File: src/rtl/cpu_sequencer.sv
// cpu_sequencer: multi-cycle FETCH / MWAIT / EXEC controller for the 4-bit
// accumulator CPU. It drives every datapath strobe and bus enable, and
// provides run/halt control between instructions.
//
// Optional feature macro: SINGLE_STEP_EN adds the "step" input. A rising
// edge on step while idle with run=0 executes exactly one instruction.
//
// state | meaning
// ------+--------------------------------------------------------------
// IDLE  | halted between instructions; all outputs 0
// FETCH | opcode valid on instr; picks MWAIT or EXEC; outputs 0
// MWAIT | RAM wait states for memory ops; bus source and S already driven
// EXEC  | strobes fire; targets capture on the edge that ends this state
module cpu_sequencer #(
    parameter int unsigned RAM_WAIT = 1
) (
    input  logic       clock,
    input  logic       reset,
    input  logic [3:0] instr,
    input  logic       c_flag,
    input  logic       z_flag,
    input  logic       run,
`ifdef SINGLE_STEP_EN
    input  logic       step,
`endif
    output logic       phase,
    output logic       IncPC,
    output logic       LoadPC,
    output logic       LoadA,
    output logic       LoadFlags,
    output logic       LoadOut,
    output logic [2:0] S,
    output logic       csRAM,
    output logic       weRAM,
    output logic       oeOprnd,
    output logic       oeALU,
    output logic       oeIN,
    output logic [1:0] state
);

    localparam logic [1:0] IDLE  = 2'b00;
    localparam logic [1:0] FETCH = 2'b01;
    localparam logic [1:0] MWAIT = 2'b10;
    localparam logic [1:0] EXEC  = 2'b11;

    // Counter is loaded with RAM_WAIT-1 so the terminal count is zero.
    localparam logic [2:0] WAIT_LOAD = (RAM_WAIT > 0) ? 3'(RAM_WAIT - 1) : 3'd0;
    localparam bit         HAS_WAIT  = (RAM_WAIT > 0);

    logic [1:0] state_q, state_d;
    logic [2:0] wait_q, wait_d;
    logic       is_mem;
    logic       go;

    assign is_mem = (instr == 4'h3) || (instr == 4'h6) || (instr == 4'h7) ||
                    (instr == 4'hB) || (instr == 4'hF);

`ifdef SINGLE_STEP_EN
    logic step_q;

    // Registered copy of step for rising-edge detection.
    always_ff @(posedge clock or posedge reset) begin
        if (reset) step_q <= 1'b0;
        else       step_q <= step;
    end

    assign go = run | (step & ~step_q);
`else
    assign go = run;
`endif

    // Next-state and wait-counter logic.
    always_comb begin
        state_d = state_q;
        wait_d  = wait_q;
        case (state_q)
            IDLE:  if (go) state_d = FETCH;
            FETCH: begin
                if (HAS_WAIT && is_mem) begin
                    state_d = MWAIT;
                    wait_d  = WAIT_LOAD;
                end else begin
                    state_d = EXEC;
                end
            end
            MWAIT: begin
                if (wait_q == 3'd0) state_d = EXEC;
                else                wait_d  = wait_q - 3'd1;
            end
            default: state_d = run ? FETCH : IDLE;
        endcase
    end

    // State and wait-counter registers.
    always_ff @(posedge clock or posedge reset) begin
        if (reset) begin
            state_q <= IDLE;
            wait_q  <= 3'd0;
        end else begin
            state_q <= state_d;
            wait_q  <= wait_d;
        end
    end

    // Output decode from registered state and the held opcode.
    always_comb begin
        logic active, exec, take;
        active    = state_q[1];
        exec      = (state_q == EXEC);
        phase     = active;
        IncPC     = 1'b0;
        LoadPC    = 1'b0;
        LoadA     = 1'b0;
        LoadFlags = 1'b0;
        LoadOut   = 1'b0;
        S         = 3'b000;
        csRAM     = 1'b0;
        weRAM     = 1'b0;
        oeOprnd   = 1'b0;
        oeALU     = 1'b0;
        oeIN      = 1'b0;
        take      = 1'b0;
        if (active) begin
            case (instr)
                4'h2: begin oeOprnd = 1'b1; S = 3'b001; LoadFlags = exec; end
                4'h3: begin csRAM = 1'b1; S = 3'b001; LoadFlags = exec; end
                4'h4: begin oeOprnd = 1'b1; LoadA = exec; end
                4'h5: begin oeIN = 1'b1; LoadA = exec; end
                4'h6: begin csRAM = 1'b1; LoadA = exec; end
                4'h7: begin csRAM = 1'b1; weRAM = 1'b1; oeALU = 1'b1; S = 3'b100; end
                4'hA: begin oeOprnd = 1'b1; S = 3'b010; LoadA = exec; LoadFlags = exec; end
                4'hB: begin csRAM = 1'b1; S = 3'b010; LoadA = exec; LoadFlags = exec; end
                4'hD: begin oeALU = 1'b1; S = 3'b100; LoadOut = exec; end
                4'hE: begin oeOprnd = 1'b1; S = 3'b011; LoadA = exec; end
                4'hF: begin csRAM = 1'b1; S = 3'b011; LoadA = exec; end
                default: ;
            endcase
            case (instr)
                4'h0:    take = c_flag;
                4'h1:    take = ~c_flag;
                4'h8:    take = z_flag;
                4'h9:    take = ~z_flag;
                4'hC:    take = 1'b1;
                default: take = 1'b0;
            endcase
        end
        LoadPC = exec & take;
        IncPC  = exec & ~take;
    end

    assign state = state_q;

endmodule

File: config.mk
export PLATFORM = sky130hd
export DESIGN_NAME = cpu_sequencer
export DESIGN_NICKNAME = d
export VERILOG_FILES = /design/src/rtl/cpu_sequencer.sv
export SDC_FILE = /design/constraint.sdc
export NUM_CORES = 1
export LEC_CHECK = 0
export BUFFER_PORTS_ARGS = -buffer_cell sky130_fd_sc_hd__buf_2
export CAP_MARGIN = 20
export CELL_PAD_IN_SITES_DETAIL_PLACEMENT = 1
export CELL_PAD_IN_SITES_GLOBAL_PLACEMENT = 1
export CORE_MARGIN = 1.5
export CORE_UTILIZATION = 33
export CTS_CLUSTER_DIAMETER = 60
export CTS_CLUSTER_SIZE = 30
export DETAILED_ROUTE_END_ITERATION = 8
export GPL_ROUTABILITY_DRIVEN = 0
export PLACE_DENSITY_LB_ADDON = 0.3
export REMOVE_ABC_BUFFERS = 1
export SYNTH_ARGS = -nofsm -noshare
export SYNTH_HDL_FRONTEND = slang
export SYNTH_SLANG_ARGS = --single-unit
File: constraint.sdc
create_clock -name clock -period 2.3 [get_ports clock]
set_clock_uncertainty 0.05 [all_clocks]
set_input_delay 0.115 -clock clock [delete_from_list [all_inputs] [get_ports clock]]
set_output_delay 0.115 -clock clock [all_outputs]
set_load 0.05 [all_outputs]
==> results.md <==
- After synthesis, the netlist uses 33 different library cells.
- The chip width is 46.9 µm.
- The length of the first detailed-routing pass in iterations is 3.
- Dividing the detail-routed wire length by the instance count gives between 10 and 15 µm.
- Synthesis handed over a netlist of 79 instances.
- The detailed placer's ending HPWL is ~1300 µm.
- The path class of the tightest hold or removal check is input port to flop.
- Clock latency on the worst-skew pair, taken at its later pin, is roughly 0.24 ns.
- The net switching fraction of the power is 56.8%.
- The sequential area share after synthesis is 19.6%.
- The internal power is ~430 µW.
- Setup repair after global routing left no endpoint under its margin.
- The startpoint identified for the worst hold timing path is run.
- The worst hold path depth is 3.
- The worst setup path category is flop to output port.
- In the post-synthesis netlist, the cell with the most instances is inv_1.
- Summed over all layers, the global routing overflow is 0.
- The element type at the critical path end is an output port.
- The slack of the worst reg-to-reg path is 0.53 ns.
- The share of the synthesized area in the top cell type is 19.6%.
- The number of nets with antenna violations after detailed routing is 0.
- The worst hold path terminates at state[0].
- The max-slew violation count came to 0.
- The worst slew margin relative to its limit is 80.3%.
- The number of cells on the worst reg-to-reg path is 6.
- Using the TritonRoute via totals, the vias-per-cell ratio works out to approximately 4.9.
- The post-route setup TNS is 0 ns.
- The highest attainable clock frequency is between 500 and 600 MHz.
- In this run the power spent charging and discharging nets is between 500 and 600 µW.
- The highest net fanout along the worst path is 11.
- The worst-case IR drop observed on VDD is between 600 and 700 µV.
- The leakage power of the design is a little under 0.0004 µW.
- The via count of the first global-routing pass is 564.
- The buffer depth of the longest clock path is 2.
- The total number of yosys warnings is 0.
- Compared with the post-synthesis result, the final layout area differs by 23.0%.
- The mean area per synthesized cell is slightly above 8 µm².
- Data arrives at the worst endpoint at 1.61 ns.
- Combinational logic burns between 70% and 80% of the power.
- The design draws between 1000 and 1500 µW.
- The launching point of the worst reg2reg path is state[1].
- The time the worst path needs with I/O delays and setup is around 1.8 ns.
- The clock tree from TritonCTS is built.
- The fraction of final layout cells sized beyond drive strength 1 is between 30% and 40%.
- The total CTS buffers is 3.
- The worst path uses just under 80% of the clock period.
- In this run, flip-flops and latches consume between 10% and 20% of the power.
- The number of diodes is 0.
- Among all flip-flop cells after synthesis, the most frequent one is dfrtp_1.
- After clock tree synthesis, the clock-pin slew on the worst setup and hold paths is approximately 0.04 ns.
- The quantity of I/O buffers inserted on ports is 24.
- The initial antenna violation count was 0.
- In the routed design, unresolved DRC markers number 0.
- The transition at the pin with the smallest max-transition slack is a little under 0.3 ns.
- The floorplan has 15 rows.
- The total setup buffers inserted after CTS is 0.
- The flip-flop and latch count after synthesis is 5.
- The clock share of power is 9.9%.
- The final hold violation count is 0.
- 25 I/O pins were placed.
- The net count of the finished layout is 121.
- Entering global routing, the biggest net connects 12 pins.
- The wire length of the first global-routing pass is approximately 2300 µm.
- The flow ran to the end, and the final reports show no timing, DRC or antenna violations.
- The worst register-to-register path ends at wait_q[1].
- The global-route total usage across every layer is between 10% and 20%.
- Yosys attributes the largest share of cell area to dfrtp_1, ha_1, inv_1.
- The number of enable-type register cells in the synthesized netlist is 0.
- The cell area that synthesis handed to floorplanning was about 640 µm².
- The cell accounting for the most synthesized area is dfrtp_1.
- The fraction of registers with async set or reset after synthesis is between 90% and 100%.
- The initial core utilization is a little over a third.
- The final layout contains routed wiring with a total length of between 1500 and 2000 µm.
- Detailed routing inserted a total of approximately 630 vias.
- Counting every sink on the clock net gives 5.
- The die is around 47 µm tall.
- Setup violations remaining at the end of the flow were counted as 0.
- Across the run, the number of max-cap violations was 0.
- The H-tree depth is 1.
- The clock tree root buffer cell is clkbuf_4.
- Ranked by instance count, the synthesized netlist is headed by inv_1, ha_1, nand2_1, nor3_1, nor2_1.
- The launching element type of the critical path is a flop.
- Data on the critical path is required at its endpoint by approximately 2.1 ns.
- The area of the die is approximately 0.0022 mm².
- For this block, the initial DRC count from the detailed router was 6.
- The core outline area is roughly 0.0018 mm².
- For this design the ratio of total power to cell area is roughly 1300 mW/mm².
cell usage in the layout, fill, tap and decap left out, types with 2 or more instances in the layout:
| master | Yosys | layout |
|---|---|---|
| nor3_1 | 7 | 7 |
| buf_2 | 0 | 24 |
| ha_1 | 7 | 7 |
| or2b_1 | 2 | 2 |
| nand2_1 | 7 | 7 |
| nand2b_1 | 3 | 3 |
| a21oi_1 | 3 | 3 |
| xnor2_1 | 2 | 2 |
| inv_1 | 10 | 10 |
| clkbuf_4 | 0 | 3 |
| o21ai_0 | 3 | 3 |
| dfrtp_1 | 5 | 5 |
| nor2_1 | 6 | 6 |
power by group through the flow:
| stage | clock network (µW) | registers [µW] | logic [µW] |
|---|---|---|---|
| after floorplan | 0 | 270 | 471 |
| after global placement | 0 | 182 | 700 |
| after detailed placement | 0 | 185 | 724 |
| after CTS | 103 | 184 | 730 |
| after global routing | 108 | 190 | 781 |
| final | 99.1 | 183 | 720 |
metal layers:
layer	part of all wire [%]	wire (µm)	track usage, %
met5	0	0	0
met4	0	0	1.67
met3	3.2	49	3.46
met2	49	746	25.5
met1	48	733	19.5
worst max-delay path, cell delays in order, from the launching register on:
cell and delay, ns:
dfrtp_1 0.50, ha_1 0.23, inv_1 0.06, nor4b_1 0.26, buf_2 0.31
worst max path at each step:
stage	from	end	slack [ns]	depth (start not counted)
final	state[1]	LoadOut	0.53	4
after global routing	state[1]	wait_q[0]	0.38	6
after CTS	state[1]	LoadOut	0.49	4
after detailed placement	state[1]	wait_q[1]	0.53	6
after global placement	state[1]	wait_q[1]	0.58	6
after floorplan	state[1]	LoadOut	-0.91	3
sequential cells by signal (all words and copies together) (netlist names):
name and cells:
state 2, wait_q 3
area by class of cell:
cell class | count | area (µm²)
flip-flops and latches | 5 | 125
repair buffers | 25 | 130
fillers | 254 | 981
clock buffers | 4 | 26.3
inverters | 10 | 37.5
multi-input cells | 60 | 433
well taps | 25 | 31.3
stage by stage:
step	hold slack [ns]	cell area [µm²]	worst slack [ns]	utilization (%)	instances
CTS	0.180	783	0.491	44.4	129
global route	0.191	783	0.376	44.4	129
detailed placement	-0.0290	747	0.532	42.3	124
finish	0.172	783	0.525	44.4	129
floorplan	-0.156	596	-0.912	-	75
global placement	-0.0317	747	0.580	42.3	124
kinds of logic after synthesis:
logic type      Yosys count  synth area share [%]
simple gates             36                  31.8
fa+ha+maj                 7                  13.8
compound gates           13                  16.3
mux                       2                  3.34
flops                     5                  19.6
xor+xnor                  2                  2.75
buf+inv                  14                  12.4
timing repair:
action | CTS | global route
hold endpoints to repair | 5 | 0
hold buffers | 1 | 0
gates resized for setup | 0 | 0
(Power assumes the default switching activity.)
